**src/rtl/ext_trig_pkg.sv**
```systemverilog
// ext_trig_pkg
// Shared types and defaults for the external trigger pin controller.
//   trig_state_e     : controller state encoding
//   SYNC_STAGES_DEF  : default synchronizer depth on the pin input
//   TURN_CYCLES_DEF  : default post-drive turnaround length
//   CNT_W_DEF        : default event counter width
//   TMR_W            : width of the shared down-counter timer
package ext_trig_pkg;

    localparam int SYNC_STAGES_DEF = 2;
    localparam int TURN_CYCLES_DEF = 4;
    localparam int CNT_W_DEF       = 16;

    // Wide enough for the 16-bit holdoff, which is the longest load value.
    localparam int TMR_W = 16;

    typedef enum logic [2:0] {
        IDLE    = 3'd0,
        DRIVE   = 3'd1,
        TURN    = 3'd2,
        RX_WAIT = 3'd3,
        HOLDOFF = 3'd4
    } trig_state_e;

endpackage

```
**src/rtl/trig_sync_edge.sv**
```systemverilog
// trig_sync_edge
// STAGES-deep synchronizer followed by a rising-edge detector.
//   clk   : system clock
//   rst   : synchronous active-high reset, clears every flop
//   din   : asynchronous input
//   level : synchronized level (last synchronizer stage)
//   rise  : high for one cycle when level goes 0 -> 1
module trig_sync_edge #(
    parameter int STAGES = 2
) (
    input  logic clk,
    input  logic rst,
    input  logic din,
    output logic level,
    output logic rise
);

    logic [STAGES-1:0] sync_q;
    logic              level_d;

    always_ff @(posedge clk) begin
        if (rst) begin
            sync_q  <= '0;
            level_d <= 1'b0;
        end else begin
            sync_q  <= {sync_q[STAGES-2:0], din};
            level_d <= sync_q[STAGES-1];
        end
    end

    assign level = sync_q[STAGES-1];
    assign rise  = sync_q[STAGES-1] & ~level_d;

endmodule

```
**src/rtl/ext_trig_ctrl.sv**
```systemverilog
// ext_trig_ctrl
// Arbitrates the shared bidirectional trigger line between boards: drives a
// local pixel trigger out, or accepts a remote one, with turnaround and
// holdoff windows so a board never hears its own pulse or fights a remote
// driver.
//   clk, rst        : system clock, synchronous active-high reset
//   enable          : block enable; low stops new drive/receive
//   pixel_trig      : local trigger request (rising edge acts)
//   drive_width     : drive length in cycles (0 behaves as 1)
//   holdoff         : dead time after every TX or RX event
//   ext_trig_in     : pin input from the IOBUF (asynchronous)
//   ext_trig_t      : IOBUF tristate control, 1 = released, 0 = drive high
//   ext_trig_rx     : one-cycle pulse per accepted external trigger
//   busy            : high whenever not IDLE
//   tx/rx/drop_count: saturating event counters
//
// state   | meaning
// --------+--------------------------------------------------------------
// IDLE    | line released, accepting local or remote triggers
// DRIVE   | line driven high for max(drive_width,1) cycles
// TURN    | line released, input ignored while our own pulse drains away
// RX_WAIT | remote pulse accepted, waiting for the line to go low
// HOLDOFF | dead time before the next event may be accepted
module ext_trig_ctrl
    import ext_trig_pkg::*;
#(
    parameter int SYNC_STAGES = SYNC_STAGES_DEF,
    parameter int TURN_CYCLES = TURN_CYCLES_DEF,
    parameter int CNT_W       = CNT_W_DEF
) (
    input  logic             clk,
    input  logic             rst,
    input  logic             enable,
    input  logic             pixel_trig,
    input  logic [7:0]       drive_width,
    input  logic [15:0]      holdoff,
    input  logic             ext_trig_in,
    output logic             ext_trig_t,
    output logic             ext_trig_rx,
    output logic             busy,
    output logic [CNT_W-1:0] tx_count,
    output logic [CNT_W-1:0] rx_count,
    output logic [CNT_W-1:0] drop_count
);

    localparam logic [TMR_W-1:0] TURN_LOAD = TMR_W'(TURN_CYCLES - 1);

    trig_state_e      state, state_nxt, after_wait;
    logic [TMR_W-1:0] tmr, tmr_nxt;
    logic [TMR_W-1:0] drive_load, hold_load;
    logic             ext_level, ext_rise;
    logic             pix_q, pix_rise;
    logic             rx_nxt, tx_inc, rx_inc, drop_inc;

    trig_sync_edge #(
        .STAGES (SYNC_STAGES)
    ) u_ext_sync (
        .clk   (clk),
        .rst   (rst),
        .din   (ext_trig_in),
        .level (ext_level),
        .rise  (ext_rise)
    );

    // pixel_trig is already in the clk domain, so only the edge detect is needed.
    assign pix_rise = pixel_trig & ~pix_q;

    // Timers count down to zero; the load value is length-1.
    assign drive_load = (drive_width == 8'd0) ? '0 : TMR_W'(drive_width - 8'd1);
    assign hold_load  = holdoff - 16'd1;

    // Where TURN/RX_WAIT go when they finish: a zero holdoff skips HOLDOFF,
    // and a disabled block winds straight back to IDLE.
    assign after_wait = (!enable || holdoff == 16'd0) ? IDLE : HOLDOFF;

    always_comb begin
        state_nxt = state;
        tmr_nxt   = tmr;
        rx_nxt    = 1'b0;
        tx_inc    = 1'b0;
        rx_inc    = 1'b0;
        drop_inc  = 1'b0;
        case (state)
            IDLE: begin
                if (enable) begin
                    if (ext_rise) begin
                        // Remote wins a same-cycle collision.
                        state_nxt = RX_WAIT;
                        rx_nxt    = 1'b1;
                        rx_inc    = 1'b1;
                        drop_inc  = pix_rise;
                    end else if (pix_rise) begin
                        if (ext_level) begin
                            drop_inc = 1'b1;
                        end else begin
                            state_nxt = DRIVE;
                            tmr_nxt   = drive_load;
                            tx_inc    = 1'b1;
                        end
                    end
                end
            end
            DRIVE: begin
                drop_inc = pix_rise & enable;
                if (!enable || tmr == '0) begin
                    state_nxt = TURN;
                    tmr_nxt   = TURN_LOAD;
                end else begin
                    tmr_nxt = tmr - TMR_W'(1);
                end
            end
            TURN: begin
                drop_inc = pix_rise & enable;
                if (tmr == '0) begin
                    state_nxt = after_wait;
                    tmr_nxt   = hold_load;
                end else begin
                    tmr_nxt = tmr - TMR_W'(1);
                end
            end
            RX_WAIT: begin
                drop_inc = pix_rise & enable;
                if (!ext_level) begin
                    state_nxt = after_wait;
                    tmr_nxt   = hold_load;
                end
            end
            HOLDOFF: begin
                drop_inc = pix_rise & enable;
                if (tmr == '0) begin
                    state_nxt = IDLE;
                end else begin
                    tmr_nxt = tmr - TMR_W'(1);
                end
            end
            default: begin
                state_nxt = IDLE;
            end
        endcase
    end

    // Outputs are registered from the next state so the pin control changes
    // on the same edge the state does.
    always_ff @(posedge clk) begin
        if (rst) begin
            state       <= IDLE;
            tmr         <= '0;
            pix_q       <= 1'b0;
            ext_trig_t  <= 1'b1;
            ext_trig_rx <= 1'b0;
            busy        <= 1'b0;
            tx_count    <= '0;
            rx_count    <= '0;
            drop_count  <= '0;
        end else begin
            state       <= state_nxt;
            tmr         <= tmr_nxt;
            pix_q       <= pixel_trig;
            ext_trig_t  <= (state_nxt != DRIVE);
            ext_trig_rx <= rx_nxt;
            busy        <= (state_nxt != IDLE);
            if (tx_inc && tx_count != '1) begin
                tx_count <= tx_count + CNT_W'(1);
            end
            if (rx_inc && rx_count != '1) begin
                rx_count <= rx_count + CNT_W'(1);
            end
            if (drop_inc && drop_count != '1) begin
                drop_count <= drop_count + CNT_W'(1);
            end
        end
    end

endmodule

```
**config.mk**
```make
export PLATFORM = sky130hd
export DESIGN_NAME = ext_trig_ctrl
export DESIGN_NICKNAME = d
export VERILOG_FILES = /design/src/rtl/ext_trig_pkg.sv /design/src/rtl/trig_sync_edge.sv /design/src/rtl/ext_trig_ctrl.sv
export SDC_FILE = /design/constraint.sdc
export NUM_CORES = 1
export LEC_CHECK = 0
export ABC_CLOCK_PERIOD_IN_PS = 4700
export BUFFER_PORTS_ARGS = -buffer_cell sky130_fd_sc_hd__buf_2
export CAP_MARGIN = 5
export CORE_MARGIN = 1.5
export CORE_UTILIZATION = 60
export DETAILED_ROUTE_END_ITERATION = 8
export GPL_TIMING_DRIVEN = 0
export PLACE_DENSITY_LB_ADDON = 0.05
export SYNTH_ARGS = -nofsm -noshare
export SYNTH_HDL_FRONTEND = slang
export SYNTH_SLANG_ARGS = --single-unit
```
**constraint.sdc**
```tcl
create_clock -name clk -period 4.7 [get_ports clk]
set_clock_uncertainty 0.2 [all_clocks]
set_input_delay 0.235 -clock clk [delete_from_list [all_inputs] [get_ports clk]]
set_output_delay 0.235 -clock clk [all_outputs]
set_load 0.05 [all_outputs]
```
==> impl_metrics.tcl, run 1 <==
set metrics [dict create \
    grt_pass1_vias 3754 \
    syn_nets 563 \
    tightest_slew_ps 712 \
    crit_path_max_fanout 8 \
    ys_seq_area_frac 0.351 \
    setup_viol 0 \
    final_area_um2 4960 \
    clk_pin_slew_worst_paths_ps 80 \
    p_total_mw 1.95 \
    fp.dieW_um 86.9 \
    layout.cells.non_filler 719 \
    utilization 0.730 \
    synth_edf_count 0 \
    yosys_warnings 0 \
    layout_worst_path_cycle_share 0.568 \
    drt_iter0_drc 295 \
    antenna_found_initial 0 \
    crit_required_ps 4720 \
    gp_congestion 0.908 \
    cp_common_cell "o21ai_1" \
    max_stage_delay_ps 660 \
    avgSynthCellArea_um2 8.01 \
    placed_cell_area_um2 4730 \
    ant_nets 0 \
    drive_above_1_share 0.193 \
    async_flop_share 0 \
    cap_violations 0 \
    drc_errors 0 \
    die_y_um 86.9 \
    drv_slew 0 \
    nFillCells 571 \
    start_util 0.622 \
    critical_path.top_delay_family "compound AO/OA/AOI/OAI gates" \
    grt_remaining_overflow 0 \
    p_leak_nw 2.02 \
    detailed_place_hpwl_um 7710 \
    synthesis.area_um2 4220 \
    nets 654 \
    final_cell_mix "83 x nor2_1, 83 x buf_2, 74 x dfxtp_1" \
    grtUsageTotal 0.285 \
    fin_crit_ps 2670 \
    root_buffer "clkbuf_8" \
    finalHoldViolCount 0 \
    critPathLaunchType "flop" \
    ys_types 59 \
    die_area_um2 7550 \
    ys.flop_type "dfxtp_1" \
    antenna_cells 0 \
    portBuffers 78 \
    cts.path.max_buffers 2 \
    dp_cells 701 \
    crit_arrival_ps 2680 \
    synth.ff_latch_count 74 \
    status "finished clean" \
    row_count 30 \
    relSlewSlack 0.524 \
    worstSetupPathType "reg -> reg" \
    vias 4147 \
    clk_latency_ps 350 \
    ios 80 \
    firstDrtPassIters 4 \
    via_per_inst 5.77 \
    wire_per_inst_um 14.4 \
    p_per_area_nw_per_um2 392 \
    rsz0062_at_grt "false" \
    hp-class "in -> reg" \
    finalWirelength_um 10300 \
    numClockSinks 74 \
    syn_inst 527 \
    grt_max_degree 16 \
    areaGrowthSynthToFinish_pct 17.5 \
    numCtsBuffers 9 \
    ir_worst_vdd_v 0.000182 \
    core_um2 6790 \
    cts_setup_buffers 0 \
    fin_setup_tns_ps 0 \
    worstSetupEndpointType "flop" \
    grt_pass1_wl_um 17200 \
    cts-htree-levels 3 \
    crit_slowest_cell "a31oi_1" \
    timing.critical_path.cells "inv_1 > ha_1 > nor4b_1 > nand4_2 > a31oi_1 > nor3_1 > o21ai_1 > o21ai_1" \
    cts_tree "yes" \
    path_buf_inv 1 \
    fmaxAchievable_ghz 0.375 \
]
==> state kept, by name (all words and copies together) (netlist names) <==
| name | count |
|---|---|
| ext_trig_rx | 1 |
| tmr | 16 |
| rx_count | 16 |
| u_ext_sync.level_d | 1 |
| busy | 1 |
| state | 3 |
| pix_q | 1 |
| tx_count | 16 |
| u_ext_sync.sync_q | 2 |
| ext_trig_t | 1 |
| drop_count | 16 |
==> what timing repair did <==
| action | 4_1_cts | 5_1_grt |
|---|---|---|
| hold buffers | 2 | 0 |
| resized for setup | 0 | 0 |
| hold endpoints to repair | 2 | 0 |
| endpoints found under the setup margin | 0 | 0 |
==> cells in the mapped netlist, drive strengths merged, types with 2 or more instances <==
master	instances	share of area
nor2	84	0.075
dfxtp	74	0.35
o21ai	40	0.047
a21oi	30	0.036
nand2	30	0.027
xor2	30	0.062
xnor2	22	0.046
nand3	20	0.025
nand4	19	0.030
nor3	19	0.024
or3	16	0.024
inv	14	0.012
buf	12	0.022
clkbuf	11	0.012
o22ai	11	0.016
and3	10	0.015
nand2b	8	0.012
and4	7	0.015
ha	7	0.021
nor2b	7	0.010
nor4	7	0.015
mux2i	6	0.014
a22o	5	0.010
nand3b	3	0.0053
or4	3	0.0053
a211o	2	0.0041
a31o	2	0.0041
a31oi	2	0.0030
a41oi	2	0.0041
and4bb	2	0.0059
nor3b	2	0.0036
o2111ai	2	0.0041
o21a	2	0.0036
or4b	2	0.0056
==> power breakdown <==
part	switching [mW]	total, mW	leakage [nW]	internal (mW)
Combinational	0.456	0.720	1.32	0.264
Sequential	0.0461	0.713	0.599	0.667
Clock	0.260	0.514	0.102	0.254
Total	0.762	1.95	2.02	1.18
==> logic make-up (layout without fill, tap and decap cells) <==
family | count (synthesis) | count (layout) | synth area share
adder cells (fa/ha/maj) | 7 | 7 | 0.0207
AND/OR/NAND/NOR | 241 | 241 | 0.301
XOR/XNOR | 52 | 52 | 0.108
AO/OA/AOI/OAI | 109 | 109 | 0.156
multiplexers | 7 | 7 | 0.0169
flip-flops | 74 | 74 | 0.351
buffers and inverters | 37 | 133 | 0.0465
==> path summary, 6_finish.rpt <==
check                                   from                               to  slack [ps]  cells after the start
max                      tmr[0]$_SDFFE_PP0P_              tmr[9]$_SDFFE_PP0P_        2030                      8
min reg2reg  u_ext_sync.sync_q[0]$_SDFF_PP0_  u_ext_sync.sync_q[1]$_SDFF_PP0_         260                      1
max reg2reg              tmr[0]$_SDFFE_PP0P_              tmr[9]$_SDFFE_PP0P_        2030                      8
min                                   enable              state[2]$_SDFF_PP0_          30                      3
==> per-layer routing <==
metal  global-route usage  routed length (um)  vias to the layer above
met5                    0                   0                        -
met2                0.466                4980                      112
met1                0.375                4700                     1944
met4                0.109                 180                        0
met3               0.0483                 464                       18
li1                     -                   -                     2073
==> stage by stage <==
stage / worst slack, ps / hold WS, ps
2_1_floorplan: 2390 / 163
3_3_place_gp: 2130 / 226
3_5_place_dp: 2120 / 245
4_1_cts: 2090 / 16.4
5_1_grt: 1900 / 35.4
6_report: 2030 / 32.3
==> tightest hold or removal path: cells and delay by family <==
family	cells	cell delay (ps)
buf+inv	1	110
compound gates	2	170
==> final cells by class <==
| type | instances | area, um^2 | area share |
|---|---|---|---|
| plain buffers | 23 | 144 | 0.0290 |
| clock buffers | 9 | 124 | 0.0250 |
| clock inverters | 7 | 83.8 | 0.0169 |
| inverters | 14 | 52.6 | 0.0106 |
| multi-input cells | 416 | 2540 | 0.513 |
| flip-flops and latches | 74 | 1480 | 0.299 |
| well taps | 96 | 120 | 0.0242 |
| repair buffers | 80 | 410 | 0.0827 |
No activity file was read; power rests on OpenSTA's default activity.
==> run 2, diff against run 1 <==
- ABC_CLOCK_PERIOD_IN_PS: 4700 -> 2500
- CORE_UTILIZATION: 60 -> 56
- clock period: 4.7 -> 2.5 ns (I/O delays scaled with it)
==> run 2 against run 1 <==
  * Count of clock-buffer cells in the layout unchanged
  * Combinational power increased by 110%
  * Power increased by 100%
  * Sequential share of layout area decreased by 0.75 points
  * Via count increased by 1.3%
  * Final cell count increased by 1.4%
  * Critical path type unchanged
  * Largest cell class unchanged
  * Largest power group unchanged
==> impl_metrics.tcl, run 2 (synthesized netlist as in run 1, its figures left out) <==
set metrics [dict create \
    final_cell_mix "83 x nor2_1, 81 x buf_2, 73 x dfxtp_1" \
    numClockSinks 74 \
    detailed_place_hpwl_um 7590 \
    crit_required_ps 2520 \
    wl_met3_um 579 \
    gp_congestion 0.890 \
    nets 662 \
    layout_worst_path_cycle_share 0.937 \
    grt_pass1_vias 4023 \
    met2_length_um 5080 \
    dp_cells 704 \
    antenna_found_initial 0 \
    top_layer "met4" \
    combPwrFrac 0.393 \
    ant_nets 0 \
    row_count 31 \
    crit_path_max_fanout 10 \
    p_per_area_nw_per_um2 765 \
    worstSetupEndpointType "flop" \
    cts_tree "yes" \
    relSlewSlack 0.568 \
    sw_frac_of_total 0.380 \
    utilization 0.699 \
    seq_power_share 0.346 \
    nFillCells 636 \
    worstHoldStart "holdoff[15]" \
    clk_latency_ps 350 \
    tightest_slew_ps 646 \
    ir_worst_vdd_v 0.000427 \
    finalWirelength_um 10600 \
    area.sequential_um2 1480 \
    grt_pass1_wl_um 18000 \
    r2r_slack_ps 160 \
    cts-htree-levels 3 \
    die_area_um2 8070 \
    crit_arrival_ps 2360 \
    grt_max_degree 14 \
    fin_setup_tns_ps 0 \
    clk_pin_slew_worst_paths_ps 80 \
    power.switching_mw 1.48 \
    areaGrowthSynthToFinish_pct 20.6 \
    fmaxAchievable_ghz 0.427 \
    core_um2 7290 \
    pwr-share-clk 0.261 \
    die_y_um 89.8 \
    internal_power_mw 2.41 \
    p_total_mw 3.90 \
    multiInputGateArea_um2 2590 \
    finalHoldViolCount 0 \
    critPathLaunchType "flop" \
    via_per_inst 5.76 \
    numCtsBuffers 9 \
    drive_above_1_share 0.210 \
    antenna_cells 0 \
    fin_crit_ps 2340 \
    r2r-start "tmr[0]$_SDFFE_PP0P_" \
    cap_violations 0 \
    ios 80 \
    drc_errors 0 \
    drt_iter0_drc 284 \
    crit_start "tmr[0]$_SDFFE_PP0P_" \
    met1_length_um 4740 \
    worstSetupPathType "reg -> reg" \
    layout.cells.non_filler 729 \
    root_buffer "clkbuf_8" \
    grtUsageTotal 0.268 \
    grt_remaining_overflow 0 \
    start_util 0.579 \
    finalWorstSetupSlack_ps 159 \
    dpl_worst_slack_ps -84.3 \
    p_leak_nw 2.08 \
    setup_viol 0 \
    cts.path.max_buffers 2 \
    drv_slew 0 \
    final_common_cell "nor2_1" \
    portBuffers 78 \
    firstDrtPassIters 5 \
    wire_per_inst_um 14.5 \
    fp.dieW_um 89.8 \
    vias 4201 \
    status "finished clean" \
    hp-class "in -> reg" \
]
-- run 2: cell types whose count changed in the layout (fill, tap and decap cells not counted), moves of 2 or more --
| cell | previous run | this run |
|---|---|---|
| dlygate4sd3_1 | 2 | 5 |
| clkbuf_4 | 0 | 2 |
| buf_4 | 3 | 8 |
| buf_2 | 83 | 81 |
-- run 2: critical path: stages, from the launching register on --
cell      delay [ps]
dfxtp_2          390
inv_1             80
ha_1             210
nor4b_2          170
and4_1           180
buf_2            180
o21ai_4          210
clkbuf_4         240
nor2_1            60
nor3_1           180
o22ai_1          110
-- run 2: what timing repair did --
action / in CTS / in global routing
pin swaps: 2 / 1
setup buffers: 2 / 3
hold buffers: 5 / 0
resized for setup: 3 / 10
setup endpoints to repair: 13 / 19
hold endpoints to repair: 5 / 0
-- run 2: path summary, 6_finish.rpt --
path,endpoint,cells after the start
setup / recovery,tmr[6]$_SDFFE_PP0P_,10
hold / removal,tmr[15]$_SDFFE_PP0P_,4
setup reg to reg,tmr[6]$_SDFFE_PP0P_,10
hold reg to reg,u_ext_sync.sync_q[1]$_SDFF_PP0_,1
-- run 2: area by class of cell --
type	instances	area share
buffer	23	0.0295
clock buffer	9	0.0243
clock inverter	6	0.0177
inverter	14	0.0103
multi-input combinational	416	0.509
sequential	74	0.291
tap	99	0.0243
timing repair buffer	88	0.0938
-- run 2: stage by stage --
stage,hold slack (ps),instance area (um^2)
2_1_floorplan,53.2,4220
3_3_place_gp,136,4740
3_5_place_dp,155,4740
4_1_cts,7.85,5030
5_1_grt,39.6,5090
6_report,17.6,5090
-- run 2: layer usage --
layer | GRT usage | vias up
li1 | - | 2081
met1 | 0.329 | 1972
met2 | 0.453 | 134
met3 | 0.0668 | 14
met4 | 0.0992 | 0
met5 | 0 | -
-- run 2: power by group through the flow --
| stage | Clock [mW] | Combinational (mW) | Sequential [mW] |
|---|---|---|---|
| detailed placement | 0 | 1.30 | 1.37 |
| global route | 1.09 | 1.67 | 1.36 |
| finish | 1.02 | 1.53 | 1.35 |
| floorplan | 0 | 0.969 | 1.40 |
| global placement | 0 | 1.29 | 1.36 |
| CTS | 1.04 | 1.37 | 1.34 |
